==> src/rtl/instruction_encoder.sv <==
// Encodes ALU-style requests into RV32 R/I-type words, buffers them in a small FIFO
// and streams them to instruction memory at an auto-incrementing word address.
module instruction_encoder #(
    parameter int FIFO_DEPTH = 4
) (
    input  logic                          clk,
    input  logic                          reset_n,
    input  logic [3:0]                    opSelect,
    input  logic [4:0]                    rd,
    input  logic [4:0]                    rs1,
    input  logic [4:0]                    rs2,
    input  logic [31:0]                   immediateVal,
    input  logic                          reqValid,
    output logic                          reqReady,
    input  logic                          loadStart,
    input  logic [31:0]                   startAddress,
    output logic                          memWriteEnable,
    output logic [31:0]                   memAddress,
    output logic [31:0]                   memData,
    input  logic                          memReady,
    input  logic                          clearError,
    output logic                          error,
    output logic [1:0]                    errorCode,
    output logic [$clog2(FIFO_DEPTH):0]   fifoCount
);

    localparam int PTR_W = $clog2(FIFO_DEPTH);
    localparam int CNT_W = PTR_W + 1;

    typedef enum logic [1:0] {IDLE, RUN, HALT} state_e;

    state_e             state_q, state_d;
    logic [PTR_W-1:0]   wr_ptr_q, wr_ptr_d;
    logic [PTR_W-1:0]   rd_ptr_q, rd_ptr_d;
    logic [CNT_W-1:0]   count_q, count_d;
    logic [31:0]        addr_q, addr_d;
    logic               error_q, error_d;
    logic [1:0]         error_code_q, error_code_d;
    logic [31:0]        fifo_q [FIFO_DEPTH];

    logic [2:0]         funct3;
    logic [6:0]         funct7;
    logic               is_itype, op_invalid, imm_bad;
    logic [31:0]        word;
    logic               fifo_full, fifo_empty;
    logic               attempt, reject, push, pop;

    always_comb begin
        funct3     = 3'd0;
        funct7     = 7'h00;
        is_itype   = 1'b0;
        op_invalid = 1'b0;
        case (opSelect)
            4'd0:    is_itype = 1'b1;
            4'd1:    funct7 = 7'h00;
            4'd2:    funct7 = 7'h20;
            4'd3:    funct7 = 7'h01;
            4'd4:    begin funct3 = 3'd4; funct7 = 7'h01; end
            4'd5:    begin funct3 = 3'd5; funct7 = 7'h01; end
            4'd6:    begin funct3 = 3'd6; funct7 = 7'h01; end
            4'd7:    begin funct3 = 3'd7; funct7 = 7'h01; end
            4'd8:    begin funct3 = 3'd2; is_itype = 1'b1; end
            4'd9:    begin funct3 = 3'd3; is_itype = 1'b1; end
            4'd10:   funct3 = 3'd2;
            4'd11:   funct3 = 3'd3;
            default: op_invalid = 1'b1;
        endcase
        // A 12-bit signed immediate requires bits 31:11 to be a pure sign extension
        imm_bad = is_itype && !((&immediateVal[31:11]) || !(|immediateVal[31:11]));
        word    = is_itype ? {immediateVal[11:0], rs1, funct3, rd, 7'h13}
                           : {funct7, rs2, rs1, funct3, rd, 7'h33};
    end

    assign fifo_full  = (count_q == CNT_W'(FIFO_DEPTH));
    assign fifo_empty = (count_q == '0);

    always_comb begin
        state_d = state_q;
        case (state_q)
            IDLE:    if (loadStart)  state_d = RUN;
            RUN:     if (reject)     state_d = HALT;
            HALT:    if (clearError) state_d = RUN;
            default: state_d = IDLE;
        endcase
    end

    always_comb begin
        reqReady       = (state_q == RUN) && !fifo_full;
        memWriteEnable = !fifo_empty;
        memData        = fifo_empty ? '0 : fifo_q[rd_ptr_q];
        memAddress     = addr_q;
        error          = error_q;
        errorCode      = error_code_q;
        fifoCount      = count_q;
    end

    always_comb begin
        attempt  = reqValid && reqReady;
        reject   = attempt && (op_invalid || imm_bad);
        push     = attempt && !reject;
        pop      = !fifo_empty && memReady;

        wr_ptr_d = push ? wr_ptr_q + PTR_W'(1) : wr_ptr_q;
        rd_ptr_d = pop  ? rd_ptr_q + PTR_W'(1) : rd_ptr_q;
        count_d  = count_q;
        if (push && !pop)
            count_d = count_q + CNT_W'(1);
        else if (pop && !push)
            count_d = count_q - CNT_W'(1);

        addr_d = addr_q;
        if (loadStart)
            addr_d = {startAddress[31:2], 2'b00};
        else if (pop)
            addr_d = addr_q + 32'd4;

        // A rejection in the same cycle as clearError wins
        error_d      = error_q;
        error_code_d = error_code_q;
        if (reject) begin
            error_d      = 1'b1;
            error_code_d = op_invalid ? 2'd1 : 2'd2;
        end else if (clearError) begin
            error_d      = 1'b0;
            error_code_d = 2'd0;
        end
    end

    always_ff @(posedge clk or negedge reset_n) begin
        if (!reset_n) begin
            state_q      <= IDLE;
            wr_ptr_q     <= '0;
            rd_ptr_q     <= '0;
            count_q      <= '0;
            addr_q       <= '0;
            error_q      <= 1'b0;
            error_code_q <= 2'd0;
        end else begin
            state_q      <= state_d;
            wr_ptr_q     <= wr_ptr_d;
            rd_ptr_q     <= rd_ptr_d;
            count_q      <= count_d;
            addr_q       <= addr_d;
            error_q      <= error_d;
            error_code_q <= error_code_d;
        end
    end

    always_ff @(posedge clk) begin
        if (push)
            fifo_q[wr_ptr_q] <= word;
    end

endmodule

==> config.mk <==
export PLATFORM = sky130hd
export DESIGN_NAME = instruction_encoder
export DESIGN_NICKNAME = d
export VERILOG_FILES = /design/src/rtl/instruction_encoder.sv
export SDC_FILE = /design/constraint.sdc
export NUM_CORES = 1
export LEC_CHECK = 0
export CELL_PAD_IN_SITES_DETAIL_PLACEMENT = 0
export CELL_PAD_IN_SITES_GLOBAL_PLACEMENT = 1
export CORE_UTILIZATION = 37
export CTS_BUF_LIST = sky130_fd_sc_hd__clkbuf_4
export CTS_CLUSTER_DIAMETER = 120
export CTS_CLUSTER_SIZE = 12
export DETAILED_ROUTE_END_ITERATION = 12
export GPL_ROUTABILITY_DRIVEN = 1
export HOLD_SLACK_MARGIN = 0.15
export MAX_ROUTING_LAYER = met4
export PLACE_DENSITY_LB_ADDON = 0.1
export SETUP_SLACK_MARGIN = 0.3
export SYNTH_ARGS = -nofsm -noshare
export SYNTH_HDL_FRONTEND = slang
export SYNTH_SLANG_ARGS = --single-unit
==> constraint.sdc <==
create_clock -name clk -period 2.15 [get_ports clk]
set_input_delay 0.43 -clock clk [delete_from_list [all_inputs] [get_ports clk]]
set_output_delay 0.43 -clock clk [all_outputs]
set_load 0.01 [all_outputs]
* After elaboration in Yosys (flattened, before gate mapping) *
Memories as Yosys holds them, arrays and structs flattened.
Index checks and enable logic that the tools add are counted.

word-level totals
  bits in registers = 44
  memory bits (writable) = 128
  bits of input ports = 89
  output and inout bits = 72
  logic and storage cells = 82
  memories = 1

operators by class
  add/sub/neg operators = 5
  eq/ne operators = 17
  multiplexer cells = 21
  reductions and logical operators = 31

memory list
  memory  words  bits a word  rd ports  clocked after Yosys merged registers in  wr ports  RTL line  RTL
  fifo_q  4      32           1         0                                        1         39        logic [31:0] fifo_q [FIFO_DEPTH];

operators with widths
  cell                     number
  $mux W32                 4
  $add A32 B3 Y32 const B  1
  $reduce_and A21 Y1       1
  $reduce_or A21 Y1        1
  $pmux W3 S6              1
  $eq A4 B3 Y1 const B     4
  $eq A4 B4 Y1 const B     4
  $mux W2                  6
  $pmux W6 S2              1
  $reduce_or A12 Y1        1
  $eq A4 B2 Y1 const B     2
  $logic_and A1 B1 Y1      8
  $logic_not A1 Y1         7
  $mux W1                  6
  $mux W3                  2
  $ne A2 B2 Y1 const B     3
  $pmux W2 S3              1
  $reduce_bool A2 Y1       3
  $reduce_or A5 Y1         1
  $add A2 B1 Y2 const B    2
  $eq A4 B1 Y1 const B     1
  $logic_not A4 Y1         1
  $reduce_or A2 Y1         2
  $add A3 B1 Y3 const B    1
  other kinds (9)          10

* Longest topological paths before layout *
  depth in word-level cells = 13
  depth in mapped cells = 10
  depth with buffers taken out = 10

* Worst setup path after synthesis *
Ideal clock, no wire load.

  path kind = input to register
  start point = in opSelect[3]
  end point = reg count_q[2] (netlist: fifoCount[2])
  library setup time = 122 ps
  data arrival time = 2415 ps
  data required time = 2028 ps
  slack = -387 ps
  cell stages on the path = 10
  path buffers = 0
  path through = inv_1 -> a211oi_4 -> clkinv_1 -> a31oi_1 -> a211oi_2 -> ha_1 -> fa_1 -> xnor2_1 -> nor2_1 -> xnor2_1

on the way
  word-level cells in the longest chain between the ends = 11
  elaborated cells on any way between the ends = 26
  classes of those cells = eq/ne (11); mux (3); reduce/logical (12)

ends and longest elaborated chain
  item                                                     RTL line  RTL
  start, declared                                          8         input logic [3:0] opSelect,
  $eq A4 B4 Y1 / $logic_not A4 Y1 (equally long branches)  53        case (opSelect)
  $reduce_or A3 Y1 (no source line)                        --
  $mux W1                                                  53
  $logic_and A1 B1 Y1                                      69        imm_bad = is_itype && !((&immediateVal[31:11]) || !(|immediateVal[31:11]));
  $logic_or A1 B1 Y1 *                                     99        reject = attempt && (op_invalid || imm_bad);
  $logic_and A1 B1 Y1 *                                    99
  $logic_not A1 Y1 *                                       100       push = attempt && !reject;
  $logic_and A1 B1 Y1 *                                    100
  $logic_not A1 Y1                                         108       else if (pop && !push)
  $logic_and A1 B1 Y1                                      108
  $reduce_bool A2 Y1 (no source line)                      --
  end signal, assigned                                     142       count_q <= count_d;
  end, declared                                            35        logic [CNT_W-1:0] count_q, count_d;

Every way passes the cells marked *; elsewhere a longest branch is shown, timed or not.
A chain may end at the register's enable or synchronous reset.

* Final worst setup path *
  start point = reg rd_ptr_q[0]
  end point = out memData[30]

on the way
  word-level cells in the longest chain between the ends = 2

ends and longest elaborated chain
  item                    RTL line  RTL
  start, declared         34        logic [PTR_W-1:0] rd_ptr_q, rd_ptr_d;
  start signal, assigned  141       rd_ptr_q <= rd_ptr_d;
  $mem_v2 Z4 W32          --
  $mux W32                90        memData = fifo_empty ? '0 : fifo_q[rd_ptr_q];
  end, declared           19        output logic [31:0] memData,

Every way passes these cells.

==> key figures <==
Floorplan
  – Core Region: 17,300 um2
  – I/O Pins: 161
  – Starting density of the core: 0.379
  – Die area: 18,300 um2
  – Die Y: 135 um
  – # rows: 48
  – Die W: 135 um

Drt
  – Drt wl/cell: 18.2 um
  – Vias per inst: 4.90
  – Routed Antenna Nets: 0
  – # DRC: 0
  – DRT iter0 DRCs: 223
  – Vias post-DR: 4,943
  – WL final: 18,400 um
  – First-pass DRT Iterations: 4

Placed design
  – Post-place setup slack: -0.597 ns
  – Port Buf Inserts: 153
  – RePlAce Congestion: 0.812
  – Dpl cells: 876
  – DP HPWL: 10,800 um

Timing
  – Slew margin rel.: 0.664
  – Period utilization: 1.19
  – Final slew viol count: 0
  – Number of setup violations in the final report: 131
  – Achievable Freq: 0.392 GHz
  – Worst-margin pin slew: 0.502 ns
  – Setup ws final: -0.400 ns
  – Final hold violation count: 0
  – Unrepaired setup endpoints after global routing: yes
  – Skew final: 0.0150 ns
  – Final worst path period need: 2.55 ns

Setup path
  – Worst setup SP type: flip-flop
  – CP max-delay cell: dfrtp_2
  – Crit path DAT: 2.12 ns
  – Reg2reg path depth: 10
  – Crit path buf inv count: 4
  – Worst setup EP type: output port
  – CP required: 1.72 ns
  – Critical path fanouts, max: 7
  – Total stage count of the critical path: 6
  – Critical Path, Cell by Cell: buf_6 > buf_12 > buf_16 > mux4_2 > nor2b_1 > buf_2
  – CP max stage delay: 0.48 ns
  – WS Path Type: reg2out
  – CP delay by family, top: buffers and inverters

Synthesis
  – Post-synthesis cell area: 6560 um2
  – Flops & latches, synth: 146
  – Syn Area/Cell: 14.1 um2
  – Synth warn: 0
  – Post-Synthesis Cells: 465
  – Post-synthesis sequential area ratio: 0.636
  – Asr flop ratio synth: 0.288
  – Number of library cell types mapped by synthesis: 47
  – Synth Flop Type: edfxtp_1
  – Post-synth EDFFs: 104

Pwr
  – Maximum vdd drop: 0.481 mV
  – PD cells: 1000 nW/um2
  – Lkg Pwr: 0.00430 uW
  – Pwr Total: 10,800 uW

Run status
  – Run status: finished with violations
  – Failing checks: negative setup slack

Finish
  – FF+latch area: 4190 um2
  – Core Util, Final: 0.623
  – Layout area overhead: 64.3%
  – Proportion of layout cells with a drive suffix above 1: 0.432
  – Fill count: 1,333
  – Final nets: 865
  – Post-Layout Cell Count: 1,008
  – Multi-input gate area: 2680 um2

CTS
  – Clock Sink Count: 146
  – H-tree lvl count: 4
  – Clock root buffer: clkbuf_4
  – Clock transition at path regs: 0.14 ns
  – CTS tree: done
  – CTS buffer count: 17
  – Bufs on Longest Clock Path: 2
  – Skew-Pair Late Insertion Delay: 0.54 ns

Global routing
  – Global-route wire length before repair: 27,200 um
  – Initial antenna violation count: 1
  – Largest net degree at the start of global routing: 60
  – Vias in the first global route: 5,111
  – GRT Overall Usage: 0.211
  – GRT overflow: 0

Min path
  – Hold crit path type: in2async

Job
  – Number of max-cap violations: 0
report_power, final:
group / switching (uW) / internal, uW / leakage, uW
logic: 2200 / 3250 / 0.00271
registers: 218 / 3470 / 0.00145
clock network: 1030 / 615 / 0.000137
layout by cell type (no fill, tap or decap), types with 12 or more instances in the layout:
master	count
edfxtp_1	104
clkdlybuf4s50_1	82
buf_4	72
buf_6	60
nand2_1	42
dfrtp_1	33
dlygate4sd2_1	31
o21ai_1	27
mux4_2	26
buf_12	23
buf_2	22
clkbuf_4	20
nor2b_1	19
xnor2_1	15
xor2_1	12
worst paths after layout:
kind	slack, ns	startpoint	endpoint
max reg2reg	-0.09	fifoCount[0]	fifoCount[2]
max in group asynchronous	1.28	reset_n	memAddress[23]
min in group clk	0.41	startAddress[27]	memAddress[27]
min reg2reg	0.52	error	error
max	-0.40	rd_ptr_q[0]	memData[30]
min	0.31	reset_n	memAddress[28]
cells in the mapped netlist, types with 2 or more instances:
library cell,instances,share of area
mux4_2,26,0.089
a31o_2,2,0.0027
buf_2,4,0.0031
inv_1,11,0.0063
mux2_2,6,0.010
xnor2_1,21,0.028
and2_2,4,0.0046
a21oi_1,2,0.0015
mux2i_1,4,0.0061
and4_1,5,0.0067
nor2b_1,27,0.026
nand3_1,17,0.013
nand2_1,44,0.025
nor2_1,10,0.0057
o21ai_0,31,0.024
edfxtp_1,104,0.48
and2_1,6,0.0057
a31oi_1,4,0.0038
nor4_1,8,0.0076
and3_1,4,0.0038
clkbuf_1,14,0.0080
dfrtp_1,42,0.16
nor3_1,9,0.0069
buf_4,9,0.010
xor2_1,13,0.017
nand4_1,11,0.010
ha_1,6,0.011
or3_1,2,0.0019
per-layer routing:
layer / wire length, um / part of all wire / track usage / up-vias
met2: 9160 / 0.50 / 0.335 / 170
met4: 127 / 0.0069 / 0.0687 / 0
met5: 0 / 0 / - / -
met1: 8010 / 0.44 / 0.266 / 2425
met3: 1080 / 0.059 / 0.0513 / 12
li1: - / - / - / 2336
timing repair:
item                                    4_1_cts  5_1_grt
gates cloned                                 12        1
endpoints found under the hold margin        42        0
buffers inserted                             69       16
resized for setup                           320       54
pin swaps                                    55       48
endpoints found under the setup margin      197      174
hold buffers                                  1        0
kinds of logic (layout without fill, tap and decap cells):
family	count (synthesis)	count (layout)	share of synthesized area
AND/OR/NAND/NOR	152	152	0.123
flip-flops	146	146	0.636
AO/OA/AOI/OAI	48	48	0.0446
buffers and inverters	41	354	0.0294
multiplexers	36	36	0.106
XOR/XNOR	34	34	0.0454
adder cells (fa/ha/maj)	7	7	0.0145
other	1	6	0.000572
layout make-up:
cell class / count / area share
repair buffers: 309 / 0.307
flip-flops and latches: 146 / 0.388
clock inverters: 12 / 0.0102
well taps: 225 / 0.0261
clock buffers: 20 / 0.0139
inverters: 13 / 0.00604
multi-input cells: 282 / 0.248
diodes: 1 / 0.000232
metrics by stage:
step / hold WS, ns / TNS (ns) / cell area (um2)
2_1_floorplan: 0.134 / -10.43 / 6660
3_3_place_gp: 0.361 / -59.85 / 8900
3_5_place_dp: 0.362 / -64.29 / 8900
4_1_cts: 0.268 / -10.34 / 10400
5_1_grt: 0.286 / -21.92 / 10800
6_report: 0.307 / -15.79 / 10800
flip-flops by register name, indices dropped and copies added, names as in the netlist:
name / cells
rd_ptr_q: 2
wr_ptr_q: 2
state_q: 2
fifo_q: 104
errorCode: 2
fifoCount: 3
error: 1
memAddress: 30
No activity file was read; power rests on OpenSTA's default activity.
